**src/rtl/noc_link_tx_ctrl_pkg.sv**
```systemverilog
`default_nettype none
// ============================================================================
// Module      : noc_link_tx_ctrl_pkg
// Description : Shared widths, header field positions and FSM encodings for
//               the NoC link transmit controller.
// Revision    : 1.0 - initial release
// ============================================================================
package noc_link_tx_ctrl_pkg;

    // Link flit geometry
    localparam int NOC_HEADER_SIZE      = 16;
    localparam int NOC_PAYLOAD_SIZE     = 32;
    localparam int NOC_HEADER_BURST_BIT = 15;
    localparam int STAT_WIDTH           = 32;
    localparam int FLIT_WIDTH           = NOC_HEADER_SIZE + NOC_PAYLOAD_SIZE;

    // FSM encodings
    localparam logic [1:0] C_ST_IDLE  = 2'd0;
    localparam logic [1:0] C_ST_LOCK0 = 2'd1;
    localparam logic [1:0] C_ST_LOCK1 = 2'd2;

    typedef enum logic [1:0] {
        ST_IDLE  = C_ST_IDLE,
        ST_LOCK0 = C_ST_LOCK0,
        ST_LOCK1 = C_ST_LOCK1
    } tx_state_e;

    // A set burst bit means more flits of the same burst follow
    function automatic logic is_burst(input logic [NOC_HEADER_SIZE-1:0] hdr);
        return hdr[NOC_HEADER_BURST_BIT];
    endfunction

endpackage
`default_nettype wire

```
**src/rtl/noc_link_tx_ctrl_if.sv**
```systemverilog
`default_nettype none
// ============================================================================
// Module      : noc_link_tx_ctrl_if
// Description : Source handshakes, PHY write port and statistics of the NoC
//               link transmit controller. The controller uses "slave", the
//               surrounding router/PHY side uses "master".
// Revision    : 1.0 - initial release
// ============================================================================
interface noc_link_tx_ctrl_if;
    import noc_link_tx_ctrl_pkg::*;

    logic                        src0_valid_i;
    logic [NOC_HEADER_SIZE-1:0]  src0_header_i;
    logic [NOC_PAYLOAD_SIZE-1:0] src0_payload_i;
    logic                        src0_ready_o;

    logic                        src1_valid_i;
    logic [NOC_HEADER_SIZE-1:0]  src1_header_i;
    logic [NOC_PAYLOAD_SIZE-1:0] src1_payload_i;
    logic                        src1_ready_o;

    logic                        tx_wrreq_o;
    logic [NOC_HEADER_SIZE-1:0]  tx_header_o;
    logic [NOC_PAYLOAD_SIZE-1:0] tx_payload_o;
    logic                        tx_stall_i;

    logic                        stats_clr_i;
    logic [STAT_WIDTH-1:0]       flit_cnt_o;
    logic [STAT_WIDTH-1:0]       stall_cnt_o;

    modport slave (
        input  src0_valid_i, src0_header_i, src0_payload_i,
        output src0_ready_o,
        input  src1_valid_i, src1_header_i, src1_payload_i,
        output src1_ready_o,
        output tx_wrreq_o, tx_header_o, tx_payload_o,
        input  tx_stall_i,
        input  stats_clr_i,
        output flit_cnt_o, stall_cnt_o
    );

    modport master (
        output src0_valid_i, src0_header_i, src0_payload_i,
        input  src0_ready_o,
        output src1_valid_i, src1_header_i, src1_payload_i,
        input  src1_ready_o,
        input  tx_wrreq_o, tx_header_o, tx_payload_o,
        output tx_stall_i,
        output stats_clr_i,
        input  flit_cnt_o, stall_cnt_o
    );

endinterface
`default_nettype wire

```
**src/rtl/noc_link_tx_buf.sv**
```systemverilog
`default_nettype none
// ============================================================================
// Module      : noc_link_tx_buf
// Description : 2-entry synchronous FIFO with a registered head entry.
//               Simultaneous push and pop keep the occupancy unchanged.
// Revision    : 1.0 - initial release
// ============================================================================
module noc_link_tx_buf #(
    parameter int WIDTH = 8
) (
    input  logic             clk_i,
    input  logic             rst_i,
    input  logic             push,
    input  logic [WIDTH-1:0] push_data,
    input  logic             pop,
    output logic [1:0]       count,
    output logic [WIDTH-1:0] head
);

    logic [WIDTH-1:0] tail;
    logic             do_push;
    logic             do_pop;

    // Ignore pops when empty and pushes when full with no room being freed
    assign do_pop  = pop && (count != 2'd0);
    assign do_push = push && ((count != 2'd2) || do_pop);

    // Head/tail storage and occupancy update
    always_ff @(posedge clk_i) begin
        if (rst_i) begin
            count <= 2'd0;
            head  <= '0;
            tail  <= '0;
        end else begin
            case ({do_push, do_pop})
                2'b10: begin
                    if (count == 2'd0) head <= push_data;
                    else               tail <= push_data;
                    count <= count + 2'd1;
                end
                2'b01: begin
                    head  <= tail;
                    count <= count - 2'd1;
                end
                2'b11: begin
                    if (count == 2'd1) begin
                        head <= push_data;
                    end else begin
                        head <= tail;
                        tail <= push_data;
                    end
                end
                default: ;
            endcase
        end
    end

endmodule
`default_nettype wire

```
**src/rtl/noc_link_tx_ctrl.sv**
```systemverilog
`default_nettype none
// ============================================================================
// Module      : noc_link_tx_ctrl
// Description : Transmit-side link driver. Round-robin arbitration between a
//               local (src0) and a through-traffic (src1) source, bursts held
//               on one source until their last flit, and a 2-entry buffer
//               decoupling the sources from PHY back-pressure.
//               Optional statistics counters: NOC_LINK_TX_STATS_EN.
// Revision    : 1.0 - initial release
// ============================================================================
module noc_link_tx_ctrl
    import noc_link_tx_ctrl_pkg::*;
(
    input  logic              clk_i,
    input  logic              rst_i,
    noc_link_tx_ctrl_if.slave link
);

    tx_state_e             state, state_nxt;
    logic                  rr_prio, rr_prio_nxt;
    logic                  grant0, grant1;
    logic                  space;
    logic                  acc0, acc1;
    logic                  push, pop;
    logic [1:0]            count;
    logic [FLIT_WIDTH-1:0] push_data;
    logic [FLIT_WIDTH-1:0] head;

    // Arbitration state: current lock and round-robin preference
    always_ff @(posedge clk_i) begin
        if (rst_i) begin
            state   <= ST_IDLE;
            rr_prio <= 1'b0;
        end else begin
            state   <= state_nxt;
            rr_prio <= rr_prio_nxt;
        end
    end

    // Grant selection, accept detection and next-state logic
    always_comb begin
        state_nxt   = state;
        rr_prio_nxt = rr_prio;
        grant0      = 1'b0;
        grant1      = 1'b0;
        // Ready depends only on registered occupancy, never on tx_stall_i
        space       = (count != 2'd2);
        acc0        = 1'b0;
        acc1        = 1'b0;
        case (state)
            ST_IDLE: begin
                if (link.src0_valid_i && (!link.src1_valid_i || !rr_prio))
                    grant0 = 1'b1;
                else if (link.src1_valid_i)
                    grant1 = 1'b1;
                acc0 = grant0 && space && link.src0_valid_i;
                acc1 = grant1 && space && link.src1_valid_i;
                if (acc0) begin
                    rr_prio_nxt = 1'b1;
                    if (is_burst(link.src0_header_i)) state_nxt = ST_LOCK0;
                end else if (acc1) begin
                    rr_prio_nxt = 1'b0;
                    if (is_burst(link.src1_header_i)) state_nxt = ST_LOCK1;
                end
            end
            ST_LOCK0: begin
                grant0 = 1'b1;
                acc0   = space && link.src0_valid_i;
                if (acc0 && !is_burst(link.src0_header_i)) state_nxt = ST_IDLE;
            end
            ST_LOCK1: begin
                grant1 = 1'b1;
                acc1   = space && link.src1_valid_i;
                if (acc1 && !is_burst(link.src1_header_i)) state_nxt = ST_IDLE;
            end
            default: state_nxt = ST_IDLE;
        endcase
    end

    assign link.src0_ready_o = grant0 && space;
    assign link.src1_ready_o = grant1 && space;

    assign push      = acc0 || acc1;
    assign push_data = acc0 ? {link.src0_header_i, link.src0_payload_i}
                            : {link.src1_header_i, link.src1_payload_i};
    assign pop       = (count != 2'd0) && !link.tx_stall_i;

    noc_link_tx_buf #(
        .WIDTH(FLIT_WIDTH)
    ) u_buf (
        .clk_i     (clk_i),
        .rst_i     (rst_i),
        .push      (push),
        .push_data (push_data),
        .pop       (pop),
        .count     (count),
        .head      (head)
    );

    assign link.tx_wrreq_o   = pop;
    assign link.tx_header_o  = head[FLIT_WIDTH-1:NOC_PAYLOAD_SIZE];
    assign link.tx_payload_o = head[NOC_PAYLOAD_SIZE-1:0];

`ifdef NOC_LINK_TX_STATS_EN
    logic [STAT_WIDTH-1:0] flit_cnt;
    logic [STAT_WIDTH-1:0] stall_cnt;

    // Written-flit and stalled-cycle counters; clear wins over increment
    always_ff @(posedge clk_i) begin
        if (rst_i || link.stats_clr_i) begin
            flit_cnt  <= '0;
            stall_cnt <= '0;
        end else begin
            if (pop)
                flit_cnt <= flit_cnt + STAT_WIDTH'(1);
            if ((count != 2'd0) && link.tx_stall_i)
                stall_cnt <= stall_cnt + STAT_WIDTH'(1);
        end
    end

    assign link.flit_cnt_o  = flit_cnt;
    assign link.stall_cnt_o = stall_cnt;
`else
    assign link.flit_cnt_o  = '0;
    assign link.stall_cnt_o = '0;
`endif

endmodule
`default_nettype wire

```
**src/flat_wrapper.sv**
```systemverilog
// flat-port wrapper written by rule: the top's interface ports become plain ports
module noc_link_tx_ctrl_flat import noc_link_tx_ctrl_pkg::*;
  (clk_i, rst_i, link_src0_valid_i, link_src0_header_i, link_src0_payload_i, link_src0_ready_o, link_src1_valid_i, link_src1_header_i, link_src1_payload_i, link_src1_ready_o, link_tx_wrreq_o, link_tx_header_o, link_tx_payload_o, link_tx_stall_i, link_stats_clr_i, link_flit_cnt_o, link_stall_cnt_o);
  noc_link_tx_ctrl_if link_i ();
  input  logic clk_i;
  input  logic rst_i;
  input wire logic [$bits(link_i.src0_valid_i)-1:0] link_src0_valid_i;
  input wire logic [$bits(link_i.src0_header_i)-1:0] link_src0_header_i;
  input wire logic [$bits(link_i.src0_payload_i)-1:0] link_src0_payload_i;
  output wire logic [$bits(link_i.src0_ready_o)-1:0] link_src0_ready_o;
  input wire logic [$bits(link_i.src1_valid_i)-1:0] link_src1_valid_i;
  input wire logic [$bits(link_i.src1_header_i)-1:0] link_src1_header_i;
  input wire logic [$bits(link_i.src1_payload_i)-1:0] link_src1_payload_i;
  output wire logic [$bits(link_i.src1_ready_o)-1:0] link_src1_ready_o;
  output wire logic [$bits(link_i.tx_wrreq_o)-1:0] link_tx_wrreq_o;
  output wire logic [$bits(link_i.tx_header_o)-1:0] link_tx_header_o;
  output wire logic [$bits(link_i.tx_payload_o)-1:0] link_tx_payload_o;
  input wire logic [$bits(link_i.tx_stall_i)-1:0] link_tx_stall_i;
  input wire logic [$bits(link_i.stats_clr_i)-1:0] link_stats_clr_i;
  output wire logic [$bits(link_i.flit_cnt_o)-1:0] link_flit_cnt_o;
  output wire logic [$bits(link_i.stall_cnt_o)-1:0] link_stall_cnt_o;
  assign link_i.src0_valid_i = link_src0_valid_i;
  assign link_i.src0_header_i = link_src0_header_i;
  assign link_i.src0_payload_i = link_src0_payload_i;
  assign link_src0_ready_o = link_i.src0_ready_o;
  assign link_i.src1_valid_i = link_src1_valid_i;
  assign link_i.src1_header_i = link_src1_header_i;
  assign link_i.src1_payload_i = link_src1_payload_i;
  assign link_src1_ready_o = link_i.src1_ready_o;
  assign link_tx_wrreq_o = link_i.tx_wrreq_o;
  assign link_tx_header_o = link_i.tx_header_o;
  assign link_tx_payload_o = link_i.tx_payload_o;
  assign link_i.tx_stall_i = link_tx_stall_i;
  assign link_i.stats_clr_i = link_stats_clr_i;
  assign link_flit_cnt_o = link_i.flit_cnt_o;
  assign link_stall_cnt_o = link_i.stall_cnt_o;
  noc_link_tx_ctrl u_core (.clk_i(clk_i), .rst_i(rst_i), .link(link_i));
endmodule
```
**config.mk**
```make
export PLATFORM = sky130hd
export DESIGN_NAME = noc_link_tx_ctrl_flat
export DESIGN_NICKNAME = d
export VERILOG_FILES = /design/src/rtl/noc_link_tx_ctrl_pkg.sv /design/src/rtl/noc_link_tx_ctrl_if.sv /design/src/rtl/noc_link_tx_buf.sv /design/src/rtl/noc_link_tx_ctrl.sv /design/src/flat_wrapper.sv
export SDC_FILE = /design/constraint.sdc
export NUM_CORES = 1
export LEC_CHECK = 0
export CAP_MARGIN = 20
export CORE_UTILIZATION = 46
export CTS_BUF_LIST = sky130_fd_sc_hd__clkbuf_4
export DETAILED_ROUTE_END_ITERATION = 12
export PLACE_DENSITY = 0.87
export SLEW_MARGIN = 10
export SYNTH_ARGS = -nofsm -noshare
export SYNTH_HDL_FRONTEND = slang
export SYNTH_SLANG_ARGS = --single-unit
```
**constraint.sdc**
```tcl
create_clock -name clk_i -period 3.3 [get_ports clk_i]
set_input_delay 0.33 -clock clk_i [delete_from_list [all_inputs] [get_ports clk_i]]
set_output_delay 0.33 -clock clk_i [all_outputs]
set_load 0.05 [all_outputs]
```
==> metrics.txt, run 1 <==
# TYPE chip_impl_metric gauge
chip_impl_info{name="synthTopCellsByCount",value="sky130_fd_sc_hd__dfxtp_1 (101), sky130_fd_sc_hd__buf_4 (64), sky130_fd_sc_hd__clkbuf_1 (53), sky130_fd_sc_hd__nand2_1 (53), sky130_fd_sc_hd__nor3_1 (51)"} 1
chip_impl_metric{name="power.static_leakage",unit="uW"} 0.00271
chip_impl_metric{name="grt_util_all_layers",unit=""} 0.237
chip_impl_metric{name="antenna_found_initial",unit=""} 1
chip_impl_info{name="min-delay-path-class",value="flop to flop"} 1
chip_impl_metric{name="hold_buffers",unit=""} 0
chip_impl_metric{name="coreArea",unit="um2"} 12600
chip_impl_metric{name="drt_drc",unit=""} 0
chip_impl_info{name="critical_r2r_capture",value="u_core.u_buf.head[23]"} 1
chip_impl_metric{name="finish.net_count",unit=""} 885
chip_impl_metric{name="insertion_delay",unit="ns"} 0.44
chip_impl_metric{name="layout.cell_area.non_filler",unit="um2"} 7360
chip_impl_metric{name="numCtsBuffers",unit=""} 9
chip_impl_metric{name="post-route-min-period",unit="ns"} 2.88
chip_impl_info{name="hold_start",value="u_core.u_buf.tail[22]"} 1
chip_impl_metric{name="gp_routability_congestion",unit=""} 0.756
chip_impl_metric{name="area_fraction_in_compound_gates_after_synthesis",unit=""} 0.195
chip_impl_metric{name="io_buffer_count",unit=""} 151
chip_impl_metric{name="cts_resized",unit=""} 0
chip_impl_metric{name="critPathMaxStageDelay",unit="ns"} 0.41
chip_impl_metric{name="syn_area",unit="um2"} 5910
chip_impl_info{name="yosys.cell_count.top_type",value="sky130_fd_sc_hd__dfxtp_1"} 1
chip_impl_metric{name="min_period_over_period",unit=""} 0.872
chip_impl_metric{name="synth_adder_area_share",unit=""} 0.0148
chip_impl_metric{name="yosys.area_share.simple",unit=""} 0.217
chip_impl_metric{name="detailedRoute.firstPassIterationCount",unit=""} 5
chip_impl_metric{name="drt-total-wl",unit="um"} 15800
chip_impl_metric{name="synth.ff_latch_count",unit=""} 101
chip_impl_metric{name="cts_max_path_buffers",unit=""} 2
chip_impl_info{name="worstSetupPathType",value="flop to flop"} 1
chip_impl_info{name="unrepaired_setup_endpoints_after_global_routing",value="no"} 1
chip_impl_metric{name="avgRoutedWirePerCell",unit="um"} 16.6
chip_impl_info{name="status",value="finished clean"} 1
chip_impl_metric{name="cp_data_arrival_time",unit="ns"} 3.22
chip_impl_metric{name="drt.antenna.violating_nets",unit=""} 0
chip_impl_metric{name="synthDistinctLibCells",unit=""} 30
chip_impl_metric{name="routed-via-count",unit=""} 5465
chip_impl_metric{name="fillerInstances",unit=""} 1106
chip_impl_info{name="cell_type_with_the_largest_total_area_after_synthesis",value="sky130_fd_sc_hd__dfxtp_1"} 1
chip_impl_metric{name="grt_overflow",unit=""} 0
chip_impl_metric{name="h-tree-depth",unit=""} 3
chip_impl_info{name="synth.top_cells.by_area",value="sky130_fd_sc_hd__dfxtp_1 (34%), sky130_fd_sc_hd__mux2i_1 (8.1%), sky130_fd_sc_hd__buf_4 (8.1%), sky130_fd_sc_hd__a311oi_1 (7.3%), sky130_fd_sc_hd__a211oi_1 (6.4%)"} 1
chip_impl_metric{name="count_of_endpoints_failing_hold_in_the_final_timing_report",unit=""} 0
chip_impl_info{name="clock-root-buffer",value="sky130_fd_sc_hd__clkbuf_4"} 1
chip_impl_info{name="setup.worst_path.end_class",value="flop"} 1
chip_impl_metric{name="yosys.area_share.xor_xnor",unit=""} 0.00296
chip_impl_metric{name="finalSetupViolCount",unit=""} 0
chip_impl_metric{name="clkTransAtPathRegs",unit="ns"} 0.15
chip_impl_metric{name="syn_area_per_cell",unit="um2"} 8.75
chip_impl_metric{name="placed_cell_area",unit="um2"} 7230
chip_impl_metric{name="syn_inst",unit=""} 675
chip_impl_info{name="whs_endpoint",value="u_core.u_buf.head[22]"} 1
chip_impl_metric{name="grt_first_pass_wirelength",unit="um"} 24900
chip_impl_metric{name="initial_utilization",unit=""} 0.470
chip_impl_metric{name="cts.repair_timing.setup_buffer_count",unit=""} 0
chip_impl_metric{name="drt_first_iter_violations",unit=""} 442
chip_impl_metric{name="crit_fanout",unit=""} 35
chip_impl_metric{name="total_power",unit="uW"} 7100
chip_impl_info{name="worst_setup_path_start_kind",value="flop"} 1
chip_impl_metric{name="grt_max_degree",unit=""} 102
chip_impl_metric{name="die_area",unit="um2"} 13300
chip_impl_metric{name="ff2ff_setup_slack",unit="ns"} 0.42
chip_impl_metric{name="timing_max_transition_violations_final",unit=""} 0
chip_impl_metric{name="finish.utilization",unit=""} 0.586
chip_impl_metric{name="first_global_vias",unit=""} 5138
chip_impl_metric{name="skew",unit="ns"} 0.0128
chip_impl_metric{name="synth_sequential_area_ratio",unit=""} 0.342
chip_impl_metric{name="cp_data_required_time",unit="ns"} 3.64
chip_impl_metric{name="min_delay_path_depth",unit=""} 2
chip_impl_metric{name="powerDensity",unit="nW/um2"} 965
chip_impl_metric{name="tightestPinTransition",unit="ns"} 1.06
chip_impl_metric{name="vias_per_cell",unit=""} 5.73
chip_impl_metric{name="synth_enable_flop_cells",unit=""} 0
chip_impl_metric{name="worst_reg_to_reg_path_cell_count",unit=""} 10
chip_impl_info{name="synth_top_family_by_area",value="simple AND/OR/NAND/NOR gates"} 1
chip_impl_metric{name="max_cap_violations",unit=""} 0
chip_impl_metric{name="synth_warnings",unit=""} 0
chip_impl_info{name="cts_tree",value="done"} 1
chip_impl_metric{name="max_slew_margin",unit=""} 0.292
chip_impl_metric{name="synthToLayoutAreaGrowth",unit="%"} 24.6
chip_impl_metric{name="clock_tree_sinks",unit=""} 101
chip_impl_metric{name="post_route_cells_drive_above_1_share",unit=""} 0.0782
chip_impl_info{name="synth_flop_cell",value="sky130_fd_sc_hd__dfxtp_1"} 1
chip_impl_info{name="slowest_stage",value="sky130_fd_sc_hd__dfxtp_1"} 1
chip_impl_info{name="crit_path_cell_trace",value="inv_1, ha_1, or2_2, inv_2, ha_1, nand2_1, nand2_2, buf_12, a31oi_1, a311oi_1"} 1
chip_impl_metric{name="top_level_ports",unit=""} 217
chip_impl_metric{name="synth.mux.area_fraction",unit=""} 0.0813
chip_impl_metric{name="portion_of_synthesized_cell_area_occupied_by_the_leading_cell_type",unit=""} 0.342
chip_impl_metric{name="floorplan.die.height",unit="um"} 115
chip_impl_info{name="critical_path.reg2reg.startpoint",value="u_core.u_buf.count[0]"} 1
chip_impl_metric{name="max-vdd-ir-drop",unit="V"} 0.000563
chip_impl_metric{name="floorplan.rows",unit=""} 41
chip_impl_info{name="crit_path_frequent_cell",value="sky130_fd_sc_hd__ha_1"} 1
chip_impl_metric{name="worst_hold_slack",unit="ns"} 0.483
chip_impl_metric{name="setup_tns",unit="ns"} 0
chip_impl_metric{name="async_reset_ff_frac",unit=""} 0
chip_impl_metric{name="fmax",unit="GHz"} 0.347
chip_impl_metric{name="hpwlAfterDp",unit="um"} 9810
chip_impl_metric{name="die_w",unit="um"} 115
[kinds of logic after synthesis]
logic type,Yosys count
simple gates,217
compound gates,155
buf+inv,144
flops,101
mux,48
fa+ha+maj,7
xor+xnor,2
other cells,1
[sequential cells by signal (all words and copies together), names as in the netlist]
name                cells
u_core.u_buf.head      48
u_core.u_buf.count      2
u_core.state            2
u_core.u_buf.tail      48
u_core.rr_prio          1
[stage by stage]
stage          instances  setup WS (ns)
2_1_floorplan        738         0.0358
3_3_place_gp         937          0.440
3_5_place_dp         937          0.350
4_1_cts              952          0.438
5_1_grt              953          0.153
6_report             953          0.421
[power breakdown]
part           switching [uW]  internal (uW)
combinational            2850           1500
sequential                315           1800
clock                     400            246
total                    3560           3540
[critical path: cells and delay by family (launching register included)]
kind	cells	cell delay, ns
flip-flops	1	0.41
adder cells (fa/ha/maj)	2	0.58
AO/OA/AOI/OAI	2	0.42
buffers and inverters	3	0.60
AND/OR/NAND/NOR	3	0.73
[cell type report]
type / instances / area [um2] / area share
clock buffers: 11 / 82.6 / 0.0112
multi-input cells: 493 / 3310 / 0.449
inverters: 6 / 22.5 / 0.00306
repair buffers: 165 / 1660 / 0.226
well taps: 172 / 215 / 0.0292
flip-flops and latches: 101 / 2020 / 0.275
clock inverters: 4 / 48.8 / 0.00663
diodes: 1 / 2.50 / 0.000340
[worst max path at each step]
stage / startpoint / endpoint / slack [ns] / depth (start not counted)
2_1_floorplan: u_core.u_buf.count[0] / u_core.u_buf.tail[0] / 0.04 / 11
3_3_place_gp: link_tx_stall_i / u_core.u_buf.head[20] / 0.44 / 8
3_5_place_dp: link_tx_stall_i / u_core.u_buf.head[24] / 0.35 / 9
4_1_cts: u_core.u_buf.count[0] / u_core.u_buf.head[21] / 0.44 / 10
5_1_grt: u_core.u_buf.count[0] / u_core.u_buf.head[21] / 0.15 / 10
6_report: u_core.u_buf.count[0] / u_core.u_buf.head[23] / 0.42 / 10
[routing by layer]
metal / part of all wire / vias to the layer above / GRT usage
met2: 0.48 / 221 / 0.397
met3: 0.056 / 28 / 0.0416
li1: - / 2616 / -
met1: 0.44 / 2600 / 0.294
met5: 0 / - / 0
met4: 0.021 / 0 / 0.116
[cells in the final DEF (no fill, tap or decap), types with 29 or more instances in the layout]
| cell | count |
|---|---|
| sky130_fd_sc_hd__clkdlybuf4s50_1 | 149 |
| sky130_fd_sc_hd__dfxtp_1 | 101 |
| sky130_fd_sc_hd__conb_1 | 64 |
| sky130_fd_sc_hd__nand2_1 | 52 |
| sky130_fd_sc_hd__nor3_1 | 51 |
| sky130_fd_sc_hd__nor2_1 | 50 |
| sky130_fd_sc_hd__a31oi_1 | 50 |
| sky130_fd_sc_hd__a211oi_1 | 49 |
| sky130_fd_sc_hd__a311oi_1 | 49 |
| sky130_fd_sc_hd__mux2i_1 | 48 |
| sky130_fd_sc_hd__nor4b_1 | 29 |
(Power assumes the default switching activity.)
==> run 2: changes to the inputs <==
Clock period 3.3 ns to 3.15 ns, I/O delays scaled along.
==> metrics.txt, run 2 (synthesis results as in run 1) <==
# TYPE chip_impl_metric gauge
chip_impl_metric{name="finish.utilization",unit=""} 0.596
chip_impl_metric{name="grt_first_pass_wirelength",unit="um"} 25000
chip_impl_metric{name="routed-via-count",unit=""} 5469
chip_impl_info{name="crit_path_cell_trace",value="inv_1, ha_1, or2_2, inv_2, buf_4, buf_4, buf_12"} 1
chip_impl_metric{name="initial_utilization",unit=""} 0.470
chip_impl_metric{name="fmax",unit="GHz"} 0.354
chip_impl_metric{name="gp_routability_congestion",unit=""} 0.812
chip_impl_metric{name="clkTransAtPathRegs",unit="ns"} 0.16
chip_impl_metric{name="detailedRoute.firstPassIterationCount",unit=""} 5
chip_impl_info{name="mostFrequentLayoutCells",value="sky130_fd_sc_hd__clkdlybuf4s50_1 (149), sky130_fd_sc_hd__dfxtp_1 (101), sky130_fd_sc_hd__conb_1 (64), sky130_fd_sc_hd__nand2_1 (52), sky130_fd_sc_hd__nor3_1 (51)"} 1
chip_impl_metric{name="crit_fanout",unit=""} 30
chip_impl_metric{name="grt_overflow",unit=""} 0
chip_impl_metric{name="powerDensity",unit="nW/um2"} 1010
chip_impl_metric{name="cp_data_arrival_time",unit="ns"} 2.51
chip_impl_metric{name="first_global_vias",unit=""} 5010
chip_impl_metric{name="layout.cell_area.non_filler",unit="um2"} 7490
chip_impl_metric{name="tightestPinTransition",unit="ns"} 1.10
chip_impl_info{name="mostFrequentLayoutCell",value="sky130_fd_sc_hd__clkdlybuf4s50_1"} 1
chip_impl_info{name="clock-root-buffer",value="sky130_fd_sc_hd__clkbuf_4"} 1
chip_impl_info{name="largestRegisters",value="u_core.u_buf.head: 48 flops, u_core.u_buf.tail: 48 flops"} 1
chip_impl_metric{name="die_w",unit="um"} 115
chip_impl_info{name="status",value="finished clean"} 1
chip_impl_metric{name="finalSetupViolCount",unit=""} 0
chip_impl_metric{name="numCtsBuffers",unit=""} 9
chip_impl_metric{name="cts_resized",unit=""} 0
chip_impl_info{name="unrepaired_setup_endpoints_after_global_routing",value="no"} 1
chip_impl_metric{name="synthToLayoutAreaGrowth",unit="%"} 26.7
chip_impl_metric{name="detailedPlace.worstSlack",unit="ns"} 0.360
chip_impl_metric{name="count_of_endpoints_failing_hold_in_the_final_timing_report",unit=""} 0
chip_impl_metric{name="die_area",unit="um2"} 13300
chip_impl_info{name="path_delay_family",value="buffers and inverters"} 1
chip_impl_metric{name="area_of_the_multi_input_gates",unit="um2"} 3310
chip_impl_metric{name="h-tree-depth",unit=""} 3
chip_impl_metric{name="max-vdd-ir-drop",unit="V"} 0.000477
chip_impl_metric{name="area.sequential",unit="um2"} 2020
chip_impl_metric{name="postLayoutSetupSlackWorst",unit="ns"} 0.325
chip_impl_metric{name="drt.antenna.violating_nets",unit=""} 0
chip_impl_info{name="min-delay-path-class",value="flop to flop"} 1
chip_impl_metric{name="hpwlAfterDp",unit="um"} 10200
chip_impl_metric{name="cp_data_required_time",unit="ns"} 2.83
chip_impl_metric{name="floorplan.rows",unit=""} 41
chip_impl_metric{name="drt-total-wl",unit="um"} 15800
chip_impl_metric{name="grt_util_all_layers",unit=""} 0.235
chip_impl_metric{name="io_buffer_count",unit=""} 151
chip_impl_info{name="crit_path_frequent_cell",value="sky130_fd_sc_hd__buf_4"} 1
chip_impl_info{name="worstSetupPathType",value="flop to primary output"} 1
chip_impl_metric{name="cts.repair_timing.setup_buffer_count",unit=""} 0
chip_impl_metric{name="top_level_ports",unit=""} 217
chip_impl_metric{name="min_period_over_period",unit=""} 0.897
chip_impl_metric{name="post-route-min-period",unit="ns"} 2.83
chip_impl_metric{name="coreArea",unit="um2"} 12600
chip_impl_metric{name="critPathMaxStageDelay",unit="ns"} 0.42
chip_impl_metric{name="fillerInstances",unit=""} 1090
chip_impl_metric{name="insertion_delay",unit="ns"} 0.43
chip_impl_metric{name="power.static_leakage",unit="uW"} 0.00277
chip_impl_metric{name="antenna_found_initial",unit=""} 1
chip_impl_metric{name="finish.net_count",unit=""} 891
chip_impl_metric{name="drt_first_iter_violations",unit=""} 586
chip_impl_metric{name="drt_drc",unit=""} 0
chip_impl_info{name="slowest_stage",value="sky130_fd_sc_hd__buf_4"} 1
chip_impl_metric{name="floorplan.die.height",unit="um"} 115
chip_impl_metric{name="setup_tns",unit="ns"} 0
chip_impl_metric{name="hold_buffers",unit=""} 0
chip_impl_metric{name="skew",unit="ns"} 0.0177
chip_impl_metric{name="avgRoutedWirePerCell",unit="um"} 16.5
chip_impl_metric{name="post_route_cells_drive_above_1_share",unit=""} 0.0851
chip_impl_metric{name="placed_cell_area",unit="um2"} 7330
chip_impl_metric{name="grt_max_degree",unit=""} 102
chip_impl_metric{name="vias_per_cell",unit=""} 5.70
chip_impl_metric{name="max_cap_violations",unit=""} 0
chip_impl_info{name="setup.worst_path.end_class",value="primary output"} 1
chip_impl_info{name="cts_tree",value="done"} 1
chip_impl_info{name="worst_setup_path_start_kind",value="flop"} 1
chip_impl_metric{name="max_slew_margin",unit=""} 0.270
chip_impl_metric{name="clock_tree_sinks",unit=""} 101
chip_impl_metric{name="timing_max_transition_violations_final",unit=""} 0
chip_impl_metric{name="critical_path.n_buffers_inverters",unit=""} 5
chip_impl_metric{name="cts_max_path_buffers",unit=""} 2
## run 2: cell types whose count changed in the layout (fill, tap and decap cells not counted)
cell                       change
sky130_fd_sc_hd__buf_12        +5
sky130_fd_sc_hd__clkinv_4      +3
sky130_fd_sc_hd__clkbuf_4      -2
sky130_fd_sc_hd__clkinv_2      -2
sky130_fd_sc_hd__inv_8         +2
sky130_fd_sc_hd__buf_4         +1
sky130_fd_sc_hd__clkinv_1      +1
sky130_fd_sc_hd__inv_6         -1
## run 2: tightest hold or removal path: stages (launching register included)
cell	delay, ns
sky130_fd_sc_hd__dfxtp_1	0.34
sky130_fd_sc_hd__nand2_1	0.05
sky130_fd_sc_hd__a311oi_1	0.07
## run 2: report_power, final
group          total (uW)  internal (uW)  switching, uW
registers            2210           1880            327
clock network         706            256            450
logic                4660           1650           3000
total                7570           3790           3780
## run 2: layer usage
layer,track usage,vias up,wire length (um)
li1,-,2629,-
met2,0.408,237,7990
met5,0,-,0
met4,0.0727,0,239
met1,0.296,2575,6730
met3,0.0380,28,841
## run 2: cell type report
| type | instances | share of cell area |
|---|---|---|
| clock inverter | 7 | 0.0110 |
| clock buffer | 9 | 0.00902 |
| timing repair buffer | 171 | 0.236 |
| tap | 172 | 0.0287 |
| inverter | 6 | 0.00301 |
| sequential | 101 | 0.270 |
| multi-input combinational | 493 | 0.442 |
| antenna | 1 | 0.000334 |
## run 2: worst paths after layout
path,start,end,slack (ns),depth (start not counted)
max,u_core.u_buf.count[0],link_tx_wrreq_o,0.32,7
max reg2reg,u_core.u_buf.count[0],u_core.u_buf.head[8],0.46,11
min,u_core.u_buf.tail[2],u_core.u_buf.head[2],0.49,2
min reg2reg,u_core.u_buf.tail[2],u_core.u_buf.head[2],0.49,2
## run 2: per-stage QoR
stage	std cells	hold WS, ns	total power, uW
3_3_place_gp	943	0.469	6790
5_1_grt	960	0.500	8050
6_report	960	0.489	7570
4_1_cts	959	0.484	7610
3_5_place_dp	943	0.474	6890
2_1_floorplan	738	0.431	5530
==> variant 1, RTL diff (settings of run 2) <==
Set the package constant `NOC_PAYLOAD_SIZE` to 16 (it was 32).
--- a/src/rtl/noc_link_tx_ctrl_pkg.sv
+++ b/src/rtl/noc_link_tx_ctrl_pkg.sv
@@ -11,3 +11,3 @@
     localparam int NOC_HEADER_SIZE      = 16;
-    localparam int NOC_PAYLOAD_SIZE     = 32;
+    localparam int NOC_PAYLOAD_SIZE     = 16;
     localparam int NOC_HEADER_BURST_BIT = 15;
Ports: changed (resized link_src0_payload_i, link_src1_payload_i and link_tx_payload_o); port bits go from 217 to 169. The function was not compared with the original's and may differ.
==> variant 1 against run 2 <==
- hold slack improved by 0.0031 ns
- final area fell by 32%
- via count fell by 29%
- worst setup slack improved by 0.0075 ns
- sequential power fell by 31%
- routed wire length fell by 27%
- highest routed layer unchanged
- power fell by 32%
- sequential cell count fell by 32
- largest power group unchanged
- area after synthesis fell by 29%
==> variant 1: results (changes against run 2) <==
Parameter                              Value

Cells and area
  Summed area of non-filler cells in the final layout    0.00507 sq mm (-32%)
  Ratio of cells with drive above 1 in the final layout    5.98% (-2.5 points)
  Multi-input gate count    365 (-26%)
  Nets    643 (-28%)
  Multi-input combinational cell area    0.00233 sq mm (-30%)
  FF+latch count    69 (-32%)
  Largest registers    u_core.u_buf.head (32), u_core.u_buf.tail (32)
  Bufs w/o clock    116 (-32%)

Global route
  GR Util All Layers    24.0% (+0.47 points)
  First-pass GRT wire length    18500 um (-26%)
  Number of global-route vias before repair    3984 (-20%)

Critical path
  Largest driver fanout on the critical path    37 (+23%)
  Capture instance of the worst register-to-register path    u_core.u_buf.head[11]
  Largest stage delay on the critical path    0.40 ns (-0.02 ns)

Floorplan
  Count of inserted tapcells    108 (-37%)

Route
  Final wirelength    11500 um (-27%)
  Number of DRC markers after the initial detailed-route iteration    224 (-62%)
  Routed vias    3889 (-29%)

Synthesis
  Post-synthesis share of cell area spent on xor and xnor gates    0.420% (+0.12 points)
  Synth top area cells    sky130_fd_sc_hd__dfxtp_1 33%, sky130_fd_sc_hd__buf_4 12%, sky130_fd_sc_hd__mux2i_1 7.7%
  Post-synthesis compound-gate area fraction    19.0% (-0.42 points)
  Number of instances in the synthesized netlist    488 (-28%)

Run status
  Status    finished, final reports clean

STA
  Post-Route Hold Slack    0.492 ns (+0.00312 ns)
  Final WS setup    0.332 ns (+0.00747 ns)
  Relative slew slack    36.6% (+9.6 points)

CTS
  Clock insertion delay at the later pin of the skew report    0.40 ns (-0.03 ns)

Hold path
  Start point of the worst min-delay path    u_core.u_buf.tail[25]

Pwr
  Leakage    1.95 nW (-30%)

Placed design
  Routability-driven placement congestion ratio    0.873 (+7.5%)
  Count of port buffers added during placement    103 (-32%)
## variant 1: cell types whose count changed after synthesis, moves of 4 or more
cell / change
sky130_fd_sc_hd__buf_2: -4
sky130_fd_sc_hd__nor4b_2: -19
sky130_fd_sc_hd__nand2_1: -16
sky130_fd_sc_hd__a211oi_1: -16
sky130_fd_sc_hd__a311oi_1: -16
sky130_fd_sc_hd__dfxtp_1: -32
sky130_fd_sc_hd__nor2_1: -16
sky130_fd_sc_hd__mux2i_1: -16
sky130_fd_sc_hd__clkbuf_1: -19
sky130_fd_sc_hd__a31oi_1: -16
sky130_fd_sc_hd__nor3_1: -16
## variant 1: report_power, final
group          internal, mW  total, mW  switching (mW)  leakage, nW
combinational          1.07       3.17            2.10         1.32
clock                 0.156      0.456           0.301       0.0570
sequential             1.28       1.52           0.232        0.572
## variant 1: metal layers
metal,vias up,share of wire (%),track usage [%]
li1,1837,-,-
met1,1835,42,28.5
met2,194,50,42.0
met3,23,6.0,4.03
met4,0,1.8,10.9
met5,-,0,0
==> variant 2, RTL diff (flow settings as in run 2) <==
Made on the original files. Build with the macro `NOC_LINK_TX_STATS_EN` defined.
--- a/src/rtl/noc_link_tx_ctrl.sv
+++ b/src/rtl/noc_link_tx_ctrl.sv
@@ -10,2 +10,4 @@
 // ============================================================================
+`define NOC_LINK_TX_STATS_EN
+
 module noc_link_tx_ctrl
Function: changed (a bounded check fails within 4 cycles, from zero or initial values and one cycle with rst_i high).
==> variant 2 against run 2 <==
- sequential cell count increased by 64
- largest cell class unchanged
- final area increased by 44%
- sequential power increased by 38%
- register-to-register slack improved by 0.03 ns
- highest routed layer is now met5
- global-route usage increased by 1.4 points
- synthesized cell count increased by 50%
- routed wire length increased by 45%
- power increased by 12%
- area after synthesis increased by 39%
- sequential share of layout area increased by 3.6 points
- utilization increased by 2.6 points
- count of clock-buffer cells in the layout increased by 9
- worst setup slack got worse by 0.041 ns
==> variant 2: results (changes against run 2) <==
Parameter                              Value

Run status
  Status    finished, final reports clean

STA
  Worst clock skew    0.0298 ns (+0.0121 ns)
  Relative slew slack    25.1% (-1.9 points)

Critical path
  Data arrival time of the critical path    2.55 ns (+0.04 ns)
  End point of the critical path    link_src1_ready_o
  R2R Setup Slk    0.49 ns (+0.03 ns)
  Largest stage delay on the critical path    0.86 ns (+0.44 ns)
  Logic depth of the worst register-to-register path    10 (-1)
  Capture instance of the worst register-to-register path    u_core.u_buf.tail[9]
  Cell type of the slowest stage on the worst timing path    sky130_fd_sc_hd__clkdlybuf4s50_1
  Largest driver fanout on the critical path    10 (-67%)
  Kind of cell adding the most delay to the critical path    buffers and inverters

CTS
  Clock edge transition at the registers on the reported setup and hold paths    0.13 ns (-0.03 ns)
  Level count of the clock H-tree    4 (+1)
  Clock buffer count from CTS    17 (+8)
  Clock insertion delay at the later pin of the skew report    0.56 ns (+0.13 ns)

Global route
  GR Util All Layers    24.9% (+1.4 points)
  First-pass GRT wire length    36800 um (+47%)
  Pin count of the biggest net entering global routing    106 (+3.9%)
  Number of global-route vias before repair    7584 (+51%)

Synthesis
  Synth warn    0 (unchanged)
  Synth top area cells    sky130_fd_sc_hd__dfxtp_1 40%, sky130_fd_sc_hd__nor3_1 6.3%, sky130_fd_sc_hd__a311oi_1 5.1%
  Count of cell types in the netlist    50 (+67%)
  Leading cell types by count after synthesis    165 x sky130_fd_sc_hd__dfxtp_1, 104 x sky130_fd_sc_hd__nor3_1, 80 x sky130_fd_sc_hd__nor2_1, 77 x sky130_fd_sc_hd__clkbuf_1, 77 x sky130_fd_sc_hd__nand2_1
  Number of nets produced by synthesis    1123
  Sequential area share after synthesis    40.2% (+6.0 points)
  Fraction of registers with async set or reset after synthesis    0% (unchanged)
  Post-Synthesis Mean Instance Area    8.12 sq um (-7.2%)

Placed design
  Routability-driven placement congestion ratio    0.863 (+6.3%)
  Detail Placement HPWL    15600 um (+52%)
  Count of port buffers added during placement    216 (+43%)

Cells and area
  Fillers    1470 (+35%)
  Nets    1290 (+45%)
  Largest registers    u_core.u_buf.head (48), u_core.u_buf.tail (48)
  Ratio of cells with drive above 1 in the final layout    5.30% (-3.2 points)
  Final non-filler cell total    1414 (+47%)
  # diodes    0 (-1)

Route
  Length of the first detailed-routing pass in iterations    6 (+1)
  Number of DRC markers after the initial detailed-route iteration    528 (-9.9%)
  Routed wire length per instance    16.2 um (-1.9%)
  DR vias/cell    5.92 (+3.8%)

Pwr
  Leakage    3.70 nW (+34%)
  Relative contribution of combinational cells to total power    51.2% (-10 points)
  Clock Power    1.11 mW (+57%)
  Highest ir drop seen on vdd    634 uV (+33%)
  Power density relative to cell area    790 mW/mm^2 (-22%)
  Power spent charging and discharging nets    3.80 mW (+0.39%)

Hold path
  Kind of path behind the tightest hold check    in -> reg
-- variant 2: how the worst min path moves through the flow --
stage | slack (ns) | cells past startpoint | endpoint | from
after detailed placement | 0.47 | 2 | u_core.link.flit_cnt_o[31] | u_core.link.flit_cnt_o[31]
final | 0.25 | 3 | u_core.link.flit_cnt_o[20] | rst_i
after global routing | 0.22 | 3 | u_core.link.stall_cnt_o[31] | rst_i
after floorplan | 0.43 | 1 | u_core.state[0] | link_src0_valid_i
after global placement | 0.46 | 2 | u_core.link.flit_cnt_o[31] | u_core.link.flit_cnt_o[31]
after CTS | 0.19 | 3 | u_core.link.stall_cnt_o[31] | rst_i
-- variant 2: per-layer routing --
layer	global-route usage, %	routed length [um]	vias up
li1	-	-	4084
met1	31.6	9770	3862
met2	40.6	10600	377
met3	5.61	1970	39
met4	9.86	465	2
met5	0	13	-
-- variant 2: logic make-up after synthesis --
group,synth area share [%]
AND/OR/NAND/NOR,31.7
multiplexers,0.609
flip-flops,40.2
XOR/XNOR,2.34
buffers and inverters,4.74
AO/OA/AOI/OAI,19.1
adder cells (fa/ha/maj),1.37
-- variant 2: layout make-up --
type | count | share of cell area (%)
Clock buffer | 18 | 1.25
Clock inverter | 11 | 0.823
Inverter | 14 | 0.487
Multi-Input combinational cell | 745 | 42.4
Sequential cell | 165 | 30.6
Tap cell | 225 | 2.61
Timing Repair Buffer | 236 | 21.8
-- variant 2: through the flow --
step,setup WS [ns],cell area [sq um]
2_1_floorplan,0.216,8220
3_3_place_gp,0.399,10600
3_5_place_dp,0.318,10600
4_1_cts,0.227,10800
5_1_grt,0.122,10800
6_report,0.284,10800
-- variant 2: worst min-delay path, cell delays in order --
cell and delay, ns:
sky130_fd_sc_hd__buf_4 0.09, sky130_fd_sc_hd__nor2_1 0.18, sky130_fd_sc_hd__o21a_1 0.17
